`config.mk`:
```
export PLATFORM = sky130hd
export DESIGN_NAME = oversampling_period_generator
export DESIGN_NICKNAME = d
export VERILOG_FILES = /design/src/rtl/oversampling_pkg.sv /design/src/rtl/oversampling_word_builder.sv /design/src/rtl/oversampling_period_generator.sv
export SDC_FILE = /design/constraint.sdc
export NUM_CORES = 1
export LEC_CHECK = 0
export ABC_AREA = 1
export CAP_MARGIN = 10
export CORE_ASPECT_RATIO = 1.1
export CORE_MARGIN = 1.5
export CORE_UTILIZATION = 55
export DETAILED_ROUTE_END_ITERATION = 8
export PLACE_DENSITY = 0.75
export SYNTH_ARGS = -nofsm -noshare
export SYNTH_HDL_FRONTEND = slang
export SYNTH_HIERARCHICAL = 1
export SYNTH_SLANG_ARGS = --single-unit
```
`constraint.sdc`:
```
create_clock -name CLK -period 4.54 [get_ports CLK]
set_input_delay 0.908 -clock CLK [delete_from_list [all_inputs] [get_ports CLK]]
set_output_delay 0.908 -clock CLK [all_outputs]
set_load 0.02 [all_outputs]
```
`src/rtl/oversampling_pkg.sv`:
```
// Constants, types and helpers shared by the oversampling period generator and measure blocks.
package oversampling_pkg;

  localparam int DEFAULT_COUNTER_BITS      = 16;
  localparam int DEFAULT_OVERSAMPLING_BITS = 3;
  localparam int N                         = 1 << DEFAULT_OVERSAMPLING_BITS;
  localparam int DURATION_BITS             = DEFAULT_COUNTER_BITS + DEFAULT_OVERSAMPLING_BITS;

  typedef logic [DURATION_BITS-1:0] duration_t;

  // A half-period shorter than one word would need two toggles inside a single word.
  function automatic logic [31:0] clamp_half_period(input logic [31:0] h, input int unsigned n);
    return (h < n) ? n : h;
  endfunction

endpackage

```
`src/rtl/oversampling_word_builder.sv`:
```
// Builds one parallel word of subsamples: the current level up to the toggle index, the inverse after it.
module oversampling_word_builder
  import oversampling_pkg::*;
#(
  parameter int OVERSAMPLING_BITS = DEFAULT_OVERSAMPLING_BITS
) (
  input  logic                                level,
  input  logic                                toggle,
  input  logic [OVERSAMPLING_BITS-1:0]        pos,
  output logic [(1 << OVERSAMPLING_BITS)-1:0] word,
  output logic [OVERSAMPLING_BITS-1:0]        edge_pos
);

  localparam int NS = 1 << OVERSAMPLING_BITS;

  genvar gi;
  generate
    for (gi = 0; gi < NS; gi++) begin : g_bit
      assign word[gi] = (toggle && (pos <= OVERSAMPLING_BITS'(gi))) ? ~level : level;
    end
  endgenerate

  assign edge_pos = pos;

endmodule

```
`src/rtl/oversampling_period_generator.sv`:
```
// Square-wave synthesizer with sub-clock resolution; emits one word of subsamples per CLK for an OSERDES.
module oversampling_period_generator
  import oversampling_pkg::*;
#(
  parameter int COUNTER_BITS        = DEFAULT_COUNTER_BITS,
  parameter int OVERSAMPLING_BITS   = DEFAULT_OVERSAMPLING_BITS,
  parameter int DEFAULT_HALF_PERIOD = 1000
) (
  input  logic                                   CLK,
  input  logic                                   RESETN,
  input  logic                                   EN,
  input  logic [COUNTER_BITS+OVERSAMPLING_BITS-1:0] CFG_HALF_PERIOD,
  input  logic                                   CFG_VALID,
  output logic                                   CFG_READY,
  output logic [(1 << OVERSAMPLING_BITS)-1:0]    OUT_WORD,
  output logic                                   EDGE_FLAG,
  output logic [OVERSAMPLING_BITS-1:0]           EDGE_POS
);

  localparam int NS = 1 << OVERSAMPLING_BITS;
  localparam int DW = COUNTER_BITS + OVERSAMPLING_BITS;
  localparam logic [DW-1:0] DEFAULT_H = DW'(clamp_half_period(32'(DEFAULT_HALF_PERIOD), NS));
  localparam logic [DW:0]   NS_W      = (DW+1)'(NS);

  logic          level_reg;
  logic [DW:0]   rem_reg;
  logic [DW-1:0] active_h_reg;
  logic [DW-1:0] pending_h_reg;
  logic          pending_v_reg;
  logic [NS-1:0] out_word_reg;
  logic          edge_flag_reg;
  logic [OVERSAMPLING_BITS-1:0] edge_pos_reg;

  logic          toggle;
  logic          accept;
  logic [DW-1:0] cfg_clamped;
  logic [DW-1:0] h_next;
  logic [DW:0]   rem_toggle_next;
  logic [DW:0]   rem_plain_next;
  logic [NS-1:0] word_next;
  logic [OVERSAMPLING_BITS-1:0] pos_next;

  assign toggle          = rem_reg < NS_W;
  assign accept          = CFG_VALID && !pending_v_reg;
  assign cfg_clamped     = DW'(clamp_half_period(32'(CFG_HALF_PERIOD), NS));
  assign h_next          = pending_v_reg ? pending_h_reg : active_h_reg;
  // Cannot underflow: rem < N at a toggle and h_next >= N after clamping.
  assign rem_toggle_next = rem_reg + {1'b0, h_next} - NS_W;
  assign rem_plain_next  = rem_reg - NS_W;

  oversampling_word_builder #(
    .OVERSAMPLING_BITS(OVERSAMPLING_BITS)
  ) u_word_builder (
    .level   (level_reg),
    .toggle  (toggle),
    .pos     (rem_reg[OVERSAMPLING_BITS-1:0]),
    .word    (word_next),
    .edge_pos(pos_next)
  );

  always_ff @(posedge CLK or negedge RESETN) begin
    if (!RESETN) begin
      level_reg     <= 1'b0;
      rem_reg       <= {1'b0, DEFAULT_H};
      active_h_reg  <= DEFAULT_H;
      pending_h_reg <= DEFAULT_H;
      pending_v_reg <= 1'b0;
      out_word_reg  <= '0;
      edge_flag_reg <= 1'b0;
      edge_pos_reg  <= '0;
    end else begin
      if (!EN) begin
        out_word_reg  <= '0;
        edge_flag_reg <= 1'b0;
        level_reg     <= 1'b0;
        pending_v_reg <= 1'b0;
        if (pending_v_reg) begin
          active_h_reg <= pending_h_reg;
          rem_reg      <= {1'b0, pending_h_reg};
        end else begin
          rem_reg      <= {1'b0, active_h_reg};
        end
      end else begin
        out_word_reg <= word_next;
        if (toggle) begin
          level_reg     <= ~level_reg;
          rem_reg       <= rem_toggle_next;
          active_h_reg  <= h_next;
          pending_v_reg <= 1'b0;
          edge_flag_reg <= ~level_reg;
          if (!level_reg) begin
            edge_pos_reg <= pos_next;
          end
        end else begin
          rem_reg       <= rem_plain_next;
          edge_flag_reg <= 1'b0;
        end
      end
      // An accept only happens with the slot empty, so it never collides with a slot clear.
      if (accept) begin
        pending_h_reg <= cfg_clamped;
        pending_v_reg <= 1'b1;
      end
    end
  end

  assign CFG_READY = !pending_v_reg;
  assign OUT_WORD  = out_word_reg;
  assign EDGE_FLAG = edge_flag_reg;
  assign EDGE_POS  = edge_pos_reg;

endmodule

```
Word-level counts from Yosys, hierarchy flattened
Index checks and enable logic that the tools add are counted.
{"block": "op_classes", "bitwise_logic": 1, "reduce_logical": 11, "order_cmp": 10, "eq_ne": 2, "addsub": 3, "n_mux": 23}
{"op": "two-way mux 19 bit", "n": 5}
{"op": "two-way mux 20 bit", "n": 2}
{"op": "subtractor 20 x 4 -> 20 bit (second input constant)", "n": 2}
{"op": "adder 20 x 19 -> 20 bit", "n": 1}
{"op": "< comparator 20 x 4 -> 1 bit (second input constant)", "n": 1}
{"op": "< comparator 19 x 4 -> 1 bit (second input constant)", "n": 1}
{"op": "two-way mux 1 bit", "n": 15}
{"op": "less-or-equal comparator 3 bit (second input constant)", "n": 4}
{"op": "logical AND 1 bit", "n": 9}
{"op": "two-way mux 8 bit", "n": 1}
{"op": "less-or-equal comparator 3 x 1 -> 1 bit (second input constant)", "n": 2}
{"op": "less-or-equal comparator 3 x 2 -> 1 bit (second input constant)", "n": 2}
{"op": "!= test 3 x 1 -> 1 bit (second input constant)", "n": 1}
{"op": "AND reduction 3 bit", "n": 1}
{"op": "!= test 2 x 1 -> 1 bit (second input constant)", "n": 1}
{"op": "zero test 1 bit", "n": 1}
{"op": "NOT 1 bit", "n": 1}
{"block": "word_totals", "word_cells": 58, "regBits": 72, "out_inout_bits": 13, "input_bits": 23}

Longest topological paths before layout
Gate-level depths: netlist of the first run.
{"block": "logic_depth", "ltp_word": 5, "mapped_depth": 19, "mapped_depth_nobuf": 18}

By module
The synthesis of the first run kept the hierarchy.
{"module": "oversampling_period_generator", "seq_area_each_um2": 1824.2, "area_each_um2": 4917.2, "cells_each": 677, "instances": 1}
{"module": "oversampling_word_builder", "seq_area_each_um2": 0.0, "area_each_um2": 209.0, "cells_each": 43, "instances": 1}

Worst setup path after synthesis of the first run
No wires, ideal clock.
{"block": "synth_path", "kind": "reg2reg", "start": "register pending_v_reg", "end": "register rem_reg[10]", "arrival_time_ns": 2.607, "setup_ns": 0.063, "stages_incl_launch_ff": 17, "setup_slack_ns": 1.870, "t_required_ns": 4.477, "cell_sequence": "dfrtp_1 > inv_1 > clkbuf_1 > or2_2 > o21ai_0 > ha_1 > inv_1 > ha_1 > nand2_1 > nor2_1 > nand3_1 > nand3_1 > inv_1 > or2_2 > nand3_1 > nand3_1 > inv_1"}
{"block": "synth_between", "elab_chain_len": 5, "elab_cells_between_ends": 6, "cone_classes": "2 x add/sub; 4 x mux"}
{"element": "start, declared", "line": "oversampling_period_generator.sv:29", "text": "logic pending_v_reg;"}
{"element": "start signal, assigned", "line": "oversampling_period_generator.sv:67", "text": "pending_v_reg <= 1'b0;"}
{"element": "start signal, assigned", "line": "oversampling_period_generator.sv:76", "text": "pending_v_reg <= 1'b0;"}
{"element": "start signal, assigned", "line": "oversampling_period_generator.sv:89", "text": "pending_v_reg <= 1'b0;"}
{"element": "two-way mux 19 bit"}
{"element": "adder 20 x 19 -> 20 bit", "line": "oversampling_period_generator.sv:48", "text": "assign rem_toggle_next = rem_reg + {1'b0, h_next} - NS_W;"}
{"element": "subtractor 20 x 4 -> 20 bit", "line": "oversampling_period_generator.sv:48"}
{"element": "two-way mux 20 bit", "line": "oversampling_period_generator.sv:85", "text": "if (toggle) begin"}
{"element": "two-way mux 20 bit (*)", "line": "oversampling_period_generator.sv:72", "text": "if (!EN) begin"}
{"element": "end signal, assigned", "line": "oversampling_period_generator.sv:79", "text": "rem_reg <= {1'b0, pending_h_reg};"}
{"element": "end signal, assigned", "line": "oversampling_period_generator.sv:81", "text": "rem_reg <= {1'b0, active_h_reg};"}
{"element": "end signal, assigned", "line": "oversampling_period_generator.sv:87", "text": "rem_reg <= rem_toggle_next;"}
{"element": "end, declared", "line": "oversampling_period_generator.sv:26", "text": "logic [DW:0] rem_reg;"}
Mark *: on every way between the ends. The rest lies on a longest branch, timed or not.
A chain may end at the register's enable or synchronous reset.

Worst setup path after layout of the first run
Same ends and word-level chain as after synthesis.

==> key figures, run 1 <==
Drt
  • Initial DRC Count: 283
  • Final ANT Viol Nets: 0
  • Total iterations of the first detailed-routing run: 5
  • DRC: 0
  • DRT Wirelength: 11900 um
  • Vias/cell: 5.29
  • Wire length per cell: roughly 14 um
  • Vias: 4590

Cells and area
  • Area Growth Syn to Fin: 11.3%
  • Final net count: 811
  • Diodes inserted: 0
  • Design area: 5710 um^2
  • Fill count: 808
  • Share of post-route cells with drive strength above 1: under 10%
  • Largest register FFs: 20

Setup path
  • Worst EP required: 4.84 ns
  • Worst path cell trace: inv_1 -> or2_2 -> o21ai_0 -> ha_1 -> inv_1 -> ha_1 -> nand2_1 -> nor2_1 -> nand3_1 -> nand3_1 -> inv_1 -> or2_2 -> nand3_1 -> nand3_1 -> inv_1
  • FF-to-FF Start: pending_v_reg
  • Setup Crit Path Kind: flip-flop to flip-flop
  • Reg2reg end: rem_reg[10]
  • Crit path largest cell delay: 0.86 ns
  • Setup crit end kind: flip-flop
  • Crit path max fanout: 23
  • Crit start category: flip-flop
  • Worst EP arrival: 3.88 ns
  • Reg2reg setup slack: 0.95 ns
  • Crit path max-delay cell type: dfrtp_1
  • Worst R2R Path Depth: 15

Global route
  • First-pass GRT wire length: 19700 um
  • Largest net degree at the start of global routing: 48
  • Initial antenna violation count: 0
  • Total grt overflow: 0
  • Vias in the first global route: roughly 4300
  • Total GRT Usage: about a quarter

Synthesis
  • Top_reg_cell synth: dfrtp_1
  • Post-Syn Area: 5130 um^2
  • Post-synthesis cell type count: 42
  • Asr flop ratio synth: 100%
  • Post-synth top area share: 26.4%
  • Synthesized Nets: 782
  • Avg Cell Area, Syn: 7.12 um^2
  • Post-synthesis cell count: about 700
  • Number of enable flip-flop cells after synthesis: 0
  • Flop and latch count out of synthesis: 72
  • Ys Warns: 6
  • Area contributors post-synth: dfrtp_1 (26%), nand2_1 (18%), ha_1 (9.3%), dfstp_2 (9.2%), inv_1 (7.3%)
  • Cell taking the most area after synthesis: dfrtp_1
  • Sequential area share after synthesis: 35.6%

Clock network
  • Clk root buf: clkbuf_8
  • Clk slew on worst S/H paths: 0.08 ns
  • TritonCTS clock tree: yes
  • Max Root-Sink Buffers: 2
  • Clk_lat worst skew: 0.35 ns
  • Max H-tree Level: 3
  • # Post-CTS Setup Buffers: 0
  • Clock sinks: 72
  • Total CTS buffers: 9
  • Cts hold-fix bufs: 0
  • PostCTS Resize Cnt: 0

STA
  • Fmax: approximately 280 MHz
  • Setup TNS: 0 ns
  • RSZ-0062 raised after global routing: false
  • Finish-stage setup viols: 0
  • Clk_skew: about 0.012 ns
  • Final period util: between 70 and 80%
  • Slew HR: between 20% and 30%
  • Final Worst Setup Slack: 0.954 ns
  • Worst-margin pin slew: 1.05 ns
  • Hold Vio Cnt, Final: 0
  • Final Critical Period: 3.59 ns
  • Fin. max-slew vios: 0

Floorplan
  • Die Y: ~100 um
  • Area of the die: 9910 um^2
  • Io pins: 36
  • Row count: 36
  • Core area: around 9000 um^2
  • Initial Utilization: 57.2%
  • Die X: 95.1 um

Power and ir drop
  • Pwr dens: about 560 nW/um^2
  • Leak Pwr: ~3.0 nW
  • Switching power summed over all nets: 0.00148 W
  • Combinational share of power: 55.6%
  • Clock Power Share: between 10% and 20%
  • Reg power frac: 28.6%
  • Net Sw Frac: 46.6%
  • Peak VDD IR: 0.368 mV
  • Internal power: 0.00169 W

Status
  • Run status: complete, no violations

Placed design
  • DP Area: 5510 um^2
  • Port Buffers: 35
  • DP Worst Slack: 0.984 ns
  • Placer Congestion: roughly 0.95
  • Detail Placement HPWL: 9340 um

Run
  • Max cap viols: 0

Worst hold path
  • Min-delay src: pending_h_reg[9]
  • Worst hold endpoint: pending_h_reg[9]
  • Worst min path class: flip-flop to flip-flop
  • Worst hold path depth: 2
==> placed cells by master, fill, tap and decap left out, types with 2 or more instances in the layout <==
master	count
nand2_2	3
clkinv_4	2
nand3_1	47
inv_1	100
o21ai_0	31
or2_2	10
dfrtp_1	54
nand3b_1	4
a31oi_1	2
o21ai_2	8
dfstp_2	18
nand2_1	243
clkdlybuf4s50_1	34
xnor2_1	2
nor3_1	2
clkbuf_8	9
nor4_1	4
ha_1	38
buf_4	3
nor2_1	56
nand4_1	4
o221ai_1	3
a21oi_1	19
o21ai_1	4
nand2_4	2
xor2_1	12
a21boi_0	5
inv_2	6
mux2i_1	7
nor2_2	3
a22oi_1	3
==> Yosys cell counts, drive strengths merged, types with 2 or more instances <==
master    n
a21boi    5
a21oi    19
a22oi     3
a31oi     2
buf      12
clkbuf    8
dfrtp    54
dfstp    18
ha       38
inv     106
mux2i     7
nand2   248
nand3    47
nand3b    4
nand4     4
nor2     61
nor3      3
nor4      4
o21ai    43
o221ai    3
or2      10
xnor2     2
xor2     12
==> area by class of cell <==
class / count / area [um^2] / share of cell area (%)
clock buffers: 10 / 128 / 2.24
clock inverters: 6 / 68.8 / 1.21
inverters: 107 / 402 / 7.04
multi-input cells: 521 / 2770 / 48.6
flip-flops and latches: 72 / 1820 / 32.0
well taps: 114 / 143 / 2.50
repair buffers: 38 / 368 / 6.45
==> critical path, delay by kind of cell (launching register included) <==
family,cells,cell delay (ns)
buf+inv,4,0.52
compound gates,1,0.18
fa+ha+maj,2,0.55
flops,1,0.86
simple gates,8,1.42
==> worst max-delay path by stage <==
stage | startpoint | to | cells after the start | slack, ns
3_5_place_dp | pending_v_reg | rem_reg[10] | 15 | 0.98
4_1_cts | pending_v_reg | rem_reg[10] | 15 | 0.96
6_report | pending_v_reg | rem_reg[10] | 15 | 0.95
3_3_place_gp | pending_v_reg | rem_reg[19] | 14 | 1.08
2_1_floorplan | pending_v_reg | rem_reg[10] | 16 | 1.87
5_1_grt | pending_v_reg | rem_reg[17] | 15 | 0.61
==> power by group through the flow <==
stage	clock network, W	logic [W]	registers (W)
floorplan	0	0.00137	0.000877
global placement	0	0.00172	0.000914
detailed placement	0	0.00174	0.000917
CTS	0.000514	0.00175	0.000906
global route	0.000542	0.00202	0.000924
finish	0.000504	0.00176	0.000907
==> cells by family after synthesis <==
family,share of synthesized area [%]
fa+ha+maj,9.67
buf+inv,10.3
xor+xnor,2.39
compound gates,9.13
mux,1.37
flops,35.6
simple gates,31.6
==> layer usage <==
| metal | track usage (%) | up-vias | part of all wire [%] |
|---|---|---|---|
| met5 | 0 | - | 0 |
| met4 | 8.53 | 0 | 2.4 |
| met3 | 4.75 | 21 | 4.6 |
| met2 | 41.8 | 115 | 49 |
| met1 | 33.4 | 2126 | 44 |
| li1 | - | 2328 | - |
==> per-stage QoR <==
step / utilization, % / cells / power, W / hold WS (ns)
final: 63.7 / 868 / 0.00317 / 0.474
after global routing: 63.7 / 868 / 0.00349 / 0.488
after CTS: 63.7 / 868 / 0.00317 / 0.477
after detailed placement: 61.5 / 852 / 0.00266 / 0.458
after global placement: 61.5 / 852 / 0.00263 / 0.458
after floorplan: - / 720 / 0.00224 / 0.441
Power figures use the tool's default switching activity.
==> run 2: changes to the inputs <==
==> constraint.sdc (replaced) <==
create_clock -name CLK -period 3.6 [get_ports CLK]
set_input_delay 0.72 -clock CLK [delete_from_list [all_inputs] [get_ports CLK]]
set_output_delay 0.72 -clock CLK [all_outputs]
set_load 0.02 [all_outputs]
==> key figures, run 2 (synthesis gave the netlist of run 1 again) <==
Floorplan
  • Initial Utilization: 57.2% (unchanged)
  • Row count: 36 (unchanged)
  • Io pins: 36 (unchanged)
  • Die Y: 104 um (unchanged)
  • Area of the die: 9910 um^2 (unchanged)
  • Core area: 8960 um^2 (unchanged)
  • Die X: 95.1 um (unchanged)

Drt
  • Wire length per cell: 14.5 um (was 13.7 um)
  • Vias/cell: 5.42 (was 5.29)
  • Total iterations of the first detailed-routing run: 4 (was 5)
  • Final ANT Viol Nets: 0 (unchanged)
  • Vias: 4741 (was 4590)
  • DRC: 0 (unchanged)
  • DRT Wirelength: 12700 um (was 11900 um)
  • Initial DRC Count: 324 (was 283)

Power and ir drop
  • Reg power frac: 27.5% (was 28.6%)
  • Combinational share of power: 54.4% (was 55.6%)
  • Power Total: 0.00414 W (was 0.00317 W)
  • Switching power summed over all nets: 0.00189 W (was 0.00148 W)
  • Peak VDD IR: 0.561 mV (was 0.368 mV)
  • Pwr dens: 714 nW/um^2 (was 556 nW/um^2)
  • Net Sw Frac: 45.6% (was 46.6%)
  • Leak Pwr: 3.05 nW (was 3.00 nW)
  • Internal power: 0.00225 W (was 0.00169 W)
  • Clock Power Share: 18.0% (was 15.9%)

Clock network
  • Max H-tree Level: 3 (unchanged)
  • Clk slew on worst S/H paths: 0.08 ns (about the same)
  • Clock sinks: 72 (unchanged)
  • PostCTS Resize Cnt: 0 (unchanged)
  • Total CTS buffers: 9 (unchanged)
  • Cts hold-fix bufs: 0 (unchanged)
  • Max Root-Sink Buffers: 2 (unchanged)
  • TritonCTS clock tree: yes (unchanged)
  • Clk root buf: clkbuf_8 (unchanged)
  • # Post-CTS Setup Buffers: 0 (unchanged)
  • Clk_lat worst skew: 0.36 ns (was 0.35 ns)

Cells and area
  • Diodes inserted: 0 (unchanged)
  • Most frequent cells in the layout: nand2_1 (243), inv_1 (100), nor2_1 (56), dfrtp_1 (54), nand3_1 (47) (unchanged)
  • Final net count: 817 (was 811)
  • Fill count: 817 (was 808)
  • Area Growth Syn to Fin: 13.1% (was 11.3%)
  • Largest register FFs: 20 (unchanged)
  • Most common cell after layout, fill and taps aside: nand2_1 (unchanged)
  • Share of post-route cells with drive strength above 1: 10.4% (was 9.55%)

STA
  • Fin. max-slew vios: 0 (unchanged)
  • Fmax: 315 MHz (was 279 MHz)
  • Final period util: 88.1% (was 79.0%)
  • Finish-stage setup viols: 0 (unchanged)
  • Setup TNS: 0 ns (unchanged)
  • Clk_skew: 0.0115 ns (was 0.0120 ns)
  • RSZ-0062 raised after global routing: false (unchanged)
  • Hold Vio Cnt, Final: 0 (unchanged)
  • Final Critical Period: 3.17 ns (was 3.59 ns)
  • Worst-margin pin slew: 0.845 ns (was 1.05 ns)
  • Slew HR: 43.6% (was 29.9%)

Setup path
  • Worst R2R Path Depth: 14 (was 15)
  • Crit start category: flip-flop (unchanged)
  • FF-to-FF Start: pending_v_reg (unchanged)
  • Setup crit end kind: flip-flop (unchanged)
  • Worst EP required: 3.86 ns (was 4.84 ns)
  • Worst EP arrival: 3.44 ns (was 3.88 ns)
  • Setup Crit Path Kind: flip-flop to flip-flop (unchanged)
  • Worst Setup SP: pending_v_reg (unchanged)
  • Reg2reg end: rem_reg[13] (was rem_reg[10])
  • Crit path max fanout: 22 (was 23)
  • Reg2reg setup slack: 0.43 ns (was 0.95 ns)

Global route
  • Largest net degree at the start of global routing: 62 (was 48)
  • Total GRT Usage: 26.8% (was 25.5%)
  • First-pass GRT wire length: 20700 um (was 19700 um)
  • Vias in the first global route: 4486 (was 4252)
  • Initial antenna violation count: 0 (unchanged)
  • Total grt overflow: 0 (unchanged)

Placed design
  • Port Buffers: 35 (unchanged)
  • Detail Placement HPWL: 9560 um (was 9340 um)
  • Placer Congestion: 0.936 (was 0.948)

Status
  • Run status: complete, no violations (unchanged)

Run
  • Max cap viols: 0 (unchanged)

Worst hold path
  • Worst min path class: input pin to asynchronous set/reset pin (was flip-flop to flip-flop)
## run 2: how the worst max path moves through the flow
| stage | endpoint | slack [ns] | cells after the start |
|---|---|---|---|
| after floorplan | rem_reg[10] | 0.93 | 16 |
| after global placement | rem_reg[17] | 0.58 | 14 |
| after detailed placement | rem_reg[13] | 0.49 | 14 |
| after CTS | rem_reg[13] | 0.45 | 14 |
| after global routing | rem_reg[13] | 0.17 | 14 |
| final | rem_reg[13] | 0.43 | 14 |
## run 2: through the flow
| step | setup slack [ns] | util, % | hold slack, ns | instance area [um^2] | std cells |
|---|---|---|---|---|---|
| final | 0.428 | 64.7 | 0.255 | 5800 | 874 |
| after global routing | 0.166 | 64.7 | 0.271 | 5800 | 874 |
| after CTS | 0.448 | 64.7 | 0.262 | 5800 | 874 |
| after detailed placement | 0.494 | 62.1 | 0.464 | 5570 | 858 |
| after global placement | 0.581 | 62.1 | 0.459 | 5570 | 858 |
| after floorplan | 0.930 | - | 0.424 | 5130 | 720 |
## run 2: final cells by class
class / count / area, um^2 / share of cell area [%]
well taps: 114 / 143 / 2.46
repair buffers: 44 / 425 / 7.34
inverters: 107 / 402 / 6.93
flip-flops and latches: 72 / 1820 / 31.5
multi-input cells: 521 / 2770 / 47.9
clock inverters: 6 / 90.1 / 1.55
clock buffers: 10 / 138 / 2.37
## run 2: power groups by stage
stage	sequential, W	clock (W)	combinational [W]
3_3_place_gp	0.00114	0	0.00216
4_1_cts	0.00114	0.000755	0.00223
6_report	0.00114	0.000747	0.00225
5_1_grt	0.00116	0.000789	0.00257
2_1_floorplan	0.00111	0	0.00172
3_5_place_dp	0.00115	0	0.00221
## run 2: worst max-delay path, stage by stage, from the launching register on
cell and delay, ns:
dfrtp_1 0.38, buf_4 0.22, o21ai_0 0.35, ha_1 0.30
ha_1 0.27, fa_1 0.52, nand3_1 0.13, nand3_1 0.13
nand3_1 0.11, nand2_1 0.14, nand2_1 0.13, nand2_1 0.06
nand2_1 0.06, nand3_1 0.06, a21boi_0 0.21
## run 2: per-layer routing
| layer | GRT usage, % | routed length, um | vias to the layer above |
|---|---|---|---|
| met2 | 44.1 | 6330 | 130 |
| li1 | - | - | 2337 |
| met3 | 3.65 | 544 | 23 |
| met4 | 11.4 | 322 | 0 |
| met5 | 0 | 0 | - |
| met1 | 34.7 | 5470 | 2251 |
==> run 3: changes to the inputs <==
--- a/config.mk
+++ b/config.mk
@@ -8,7 +8,6 @@
 export ABC_AREA = 1
 export CAP_MARGIN = 10
 export CORE_ASPECT_RATIO = 1.1
-export CORE_MARGIN = 1.5
 export CORE_UTILIZATION = 55
 export DETAILED_ROUTE_END_ITERATION = 8
 export PLACE_DENSITY = 0.75
==> key figures, run 3 (synthesis gave the netlist of run 1 again) <==
Run
  • Max cap viols: 0 (unchanged)

Global route
  • First-pass GRT wire length: 20100 um (was 20700 um)
  • Total GRT Usage: 27.0% (was 26.8%)
  • Vias in the first global route: 4361 (was 4486)
  • Largest net degree at the start of global routing: 45 (was 62)
  • Total grt overflow: 0 (unchanged)
  • Initial antenna violation count: 0 (unchanged)

Clock network
  • Clk_lat worst skew: 0.34 ns (was 0.36 ns)
  • Clock sinks: 72 (unchanged)
  • PostCTS Resize Cnt: 0 (unchanged)
  • # Post-CTS Setup Buffers: 0 (unchanged)
  • Max H-tree Level: 3 (unchanged)
  • Total CTS buffers: 9 (unchanged)
  • Cts hold-fix bufs: 0 (unchanged)
  • Max Root-Sink Buffers: 2 (unchanged)
  • Clk root buf: clkbuf_8 (unchanged)
  • Clk slew on worst S/H paths: 0.08 ns (about the same)
  • TritonCTS clock tree: yes (unchanged)

Drt
  • Initial DRC Count: 308 (was 324)
  • Final ANT Viol Nets: 0 (unchanged)
  • Total iterations of the first detailed-routing run: 6 (was 4)
  • DRC: 0 (unchanged)
  • Vias: 4689 (was 4741)
  • DRT Wirelength: 12400 um (was 12700 um)
  • Vias/cell: 5.36 (was 5.42)
  • Wire length per cell: 14.1 um (was 14.5 um)

Power and ir drop
  • Peak VDD IR: 0.461 mV (was 0.561 mV)
  • Pwr dens: 698 nW/um^2 (was 714 nW/um^2)
  • Leak Pwr: 3.03 nW (was 3.05 nW)

Floorplan
  • Row count: 36 (unchanged)
  • Core area: 8960 um^2 (unchanged)
  • Die X: 94.1 um (was 95.1 um)
  • Io pins: 36 (unchanged)
  • Area of the die: 9710 um^2 (was 9910 um^2)
  • Initial Utilization: 57.2% (unchanged)
  • Die Y: 103 um (was 104 um)

Placed design
  • Placer Congestion: 0.939 (was 0.936)
  • Detail Placement HPWL: 9510 um (was 9560 um)
  • Port Buffers: 35 (unchanged)

Cells and area
  • Largest register FFs: 20 (unchanged)
  • Fill count: 801 (was 817)
  • Diodes inserted: 0 (unchanged)
  • Area Growth Syn to Fin: 12.3% (was 13.1%)
  • Share of post-route cells with drive strength above 1: 10.4% (about the same)
  • Most common cell after layout, fill and taps aside: nand2_1 (unchanged)
  • Final Core Density: 64.2% (was 64.7%)
  • Final net count: 818 (was 817)
  • Most frequent cells in the layout: nand2_1 (243), inv_1 (100), nor2_1 (56), dfrtp_1 (54), nand3_1 (47) (unchanged)

Setup path
  • Reg2reg setup slack: 0.46 ns (was 0.43 ns)
  • Crit path max fanout: 21 (was 22)
  • Worst R2R Path Depth: 14 (unchanged)
  • Setup Crit Path Kind: flip-flop to flip-flop (unchanged)
  • Worst Setup SP: pending_v_reg (unchanged)
  • Reg2reg end: rem_reg[13] (unchanged)
  • Worst EP required: 3.86 ns (about the same)
  • Worst EP arrival: 3.40 ns (was 3.44 ns)
  • Crit start category: flip-flop (unchanged)
  • FF-to-FF Start: pending_v_reg (unchanged)
  • Crit path capture: rem_reg[13] (unchanged)
  • Setup crit end kind: flip-flop (unchanged)

STA
  • RSZ-0062 raised after global routing: false (unchanged)
  • Clk_skew: 0.0107 ns (was 0.0115 ns)
  • Slew HR: 33.6% (was 43.6%)
  • Setup TNS: 0 ns (unchanged)
  • Finish-stage setup viols: 0 (unchanged)
  • Fin. max-slew vios: 0 (unchanged)
  • Worst-case hold slack: 0.473 ns (was 0.255 ns)
  • Fmax: 318 MHz (was 315 MHz)
  • Worst-margin pin slew: 0.995 ns (was 0.845 ns)
  • Final Critical Period: 3.14 ns (was 3.17 ns)
  • Hold Vio Cnt, Final: 0 (unchanged)
  • Final period util: 87.3% (was 88.1%)

Status
  • Run status: complete, no violations (unchanged)

Worst hold path
  • Worst min path class: flip-flop to flip-flop (was input pin to asynchronous set/reset pin)
  • Min-delay src: pending_h_reg[5]
==> run 3: cell types whose count changed in the layout (fill, tap and decap cells not counted), sizes merged <==
| cell | previous run | this run |
|---|---|---|
| buf | 10 | 11 |
| bufinv | 2 | 1 |
| clkinvlp | 1 | 2 |
==> run 3: critical path, stage by stage (launching register included) <==
cell and delay (ns):
dfrtp_1 0.40, buf_4 0.23, o21ai_0 0.34, ha_1 0.30, ha_1 0.27, fa_1 0.51
nand3_1 0.13, nand3_1 0.14, nand3_1 0.11, nand2_1 0.12, nand2_1 0.11, nand2_1 0.06
nand2_1 0.06, nand3_1 0.07, a21boi_0 0.20
==> run 3: area by class of cell <==
type / count / area, um^2 / share of cell area, %
flip-flops and latches: 72 / 1820 / 31.7
clock buffers: 10 / 128 / 2.22
clock inverters: 6 / 67.6 / 1.17
inverters: 107 / 402 / 6.98
repair buffers: 45 / 420 / 7.30
multi-input cells: 521 / 2770 / 48.2
well taps: 114 / 143 / 2.48
==> run 3: through the flow <==
stage | total power [W] | cells | setup slack (ns) | cell area (um^2)
after floorplan | 0.00283 | 720 | 0.930 | 5130
after global placement | 0.00330 | 859 | 0.587 | 5560
after detailed placement | 0.00335 | 859 | 0.504 | 5560
after CTS | 0.00401 | 875 | 0.472 | 5760
after global routing | 0.00441 | 875 | 0.172 | 5760
final | 0.00402 | 875 | 0.458 | 5760
==> run 3: worst min-delay path by stage <==
stage	end	depth (start not counted)
finish	pending_h_reg[5]	2
global route	active_h_reg[7]	2
CTS	active_h_reg[8]	2
detailed placement	pending_h_reg[12]	2
global placement	active_h_reg[13]	2
floorplan	EDGE_FLAG	0
==> run 3: power by group <==
group | internal, W | total, W | leakage, nW | switching, W
sequential | 0.00101 | 0.00114 | 0.873 | 0.000131
combinational | 0.000827 | 0.00224 | 2.06 | 0.00141
clock | 0.000324 | 0.000648 | 0.0933 | 0.000324
total | 0.00216 | 0.00402 | 3.03 | 0.00186
==> run 3: routing by layer <==
metal	up-vias	part of all wire (%)	global-route usage, %
met1	2175	43	34.8
met2	145	49	46.6
met3	25	5.2	4.02
met5	-	0	0
met4	0	2.3	9.11
li1	2344	-	-
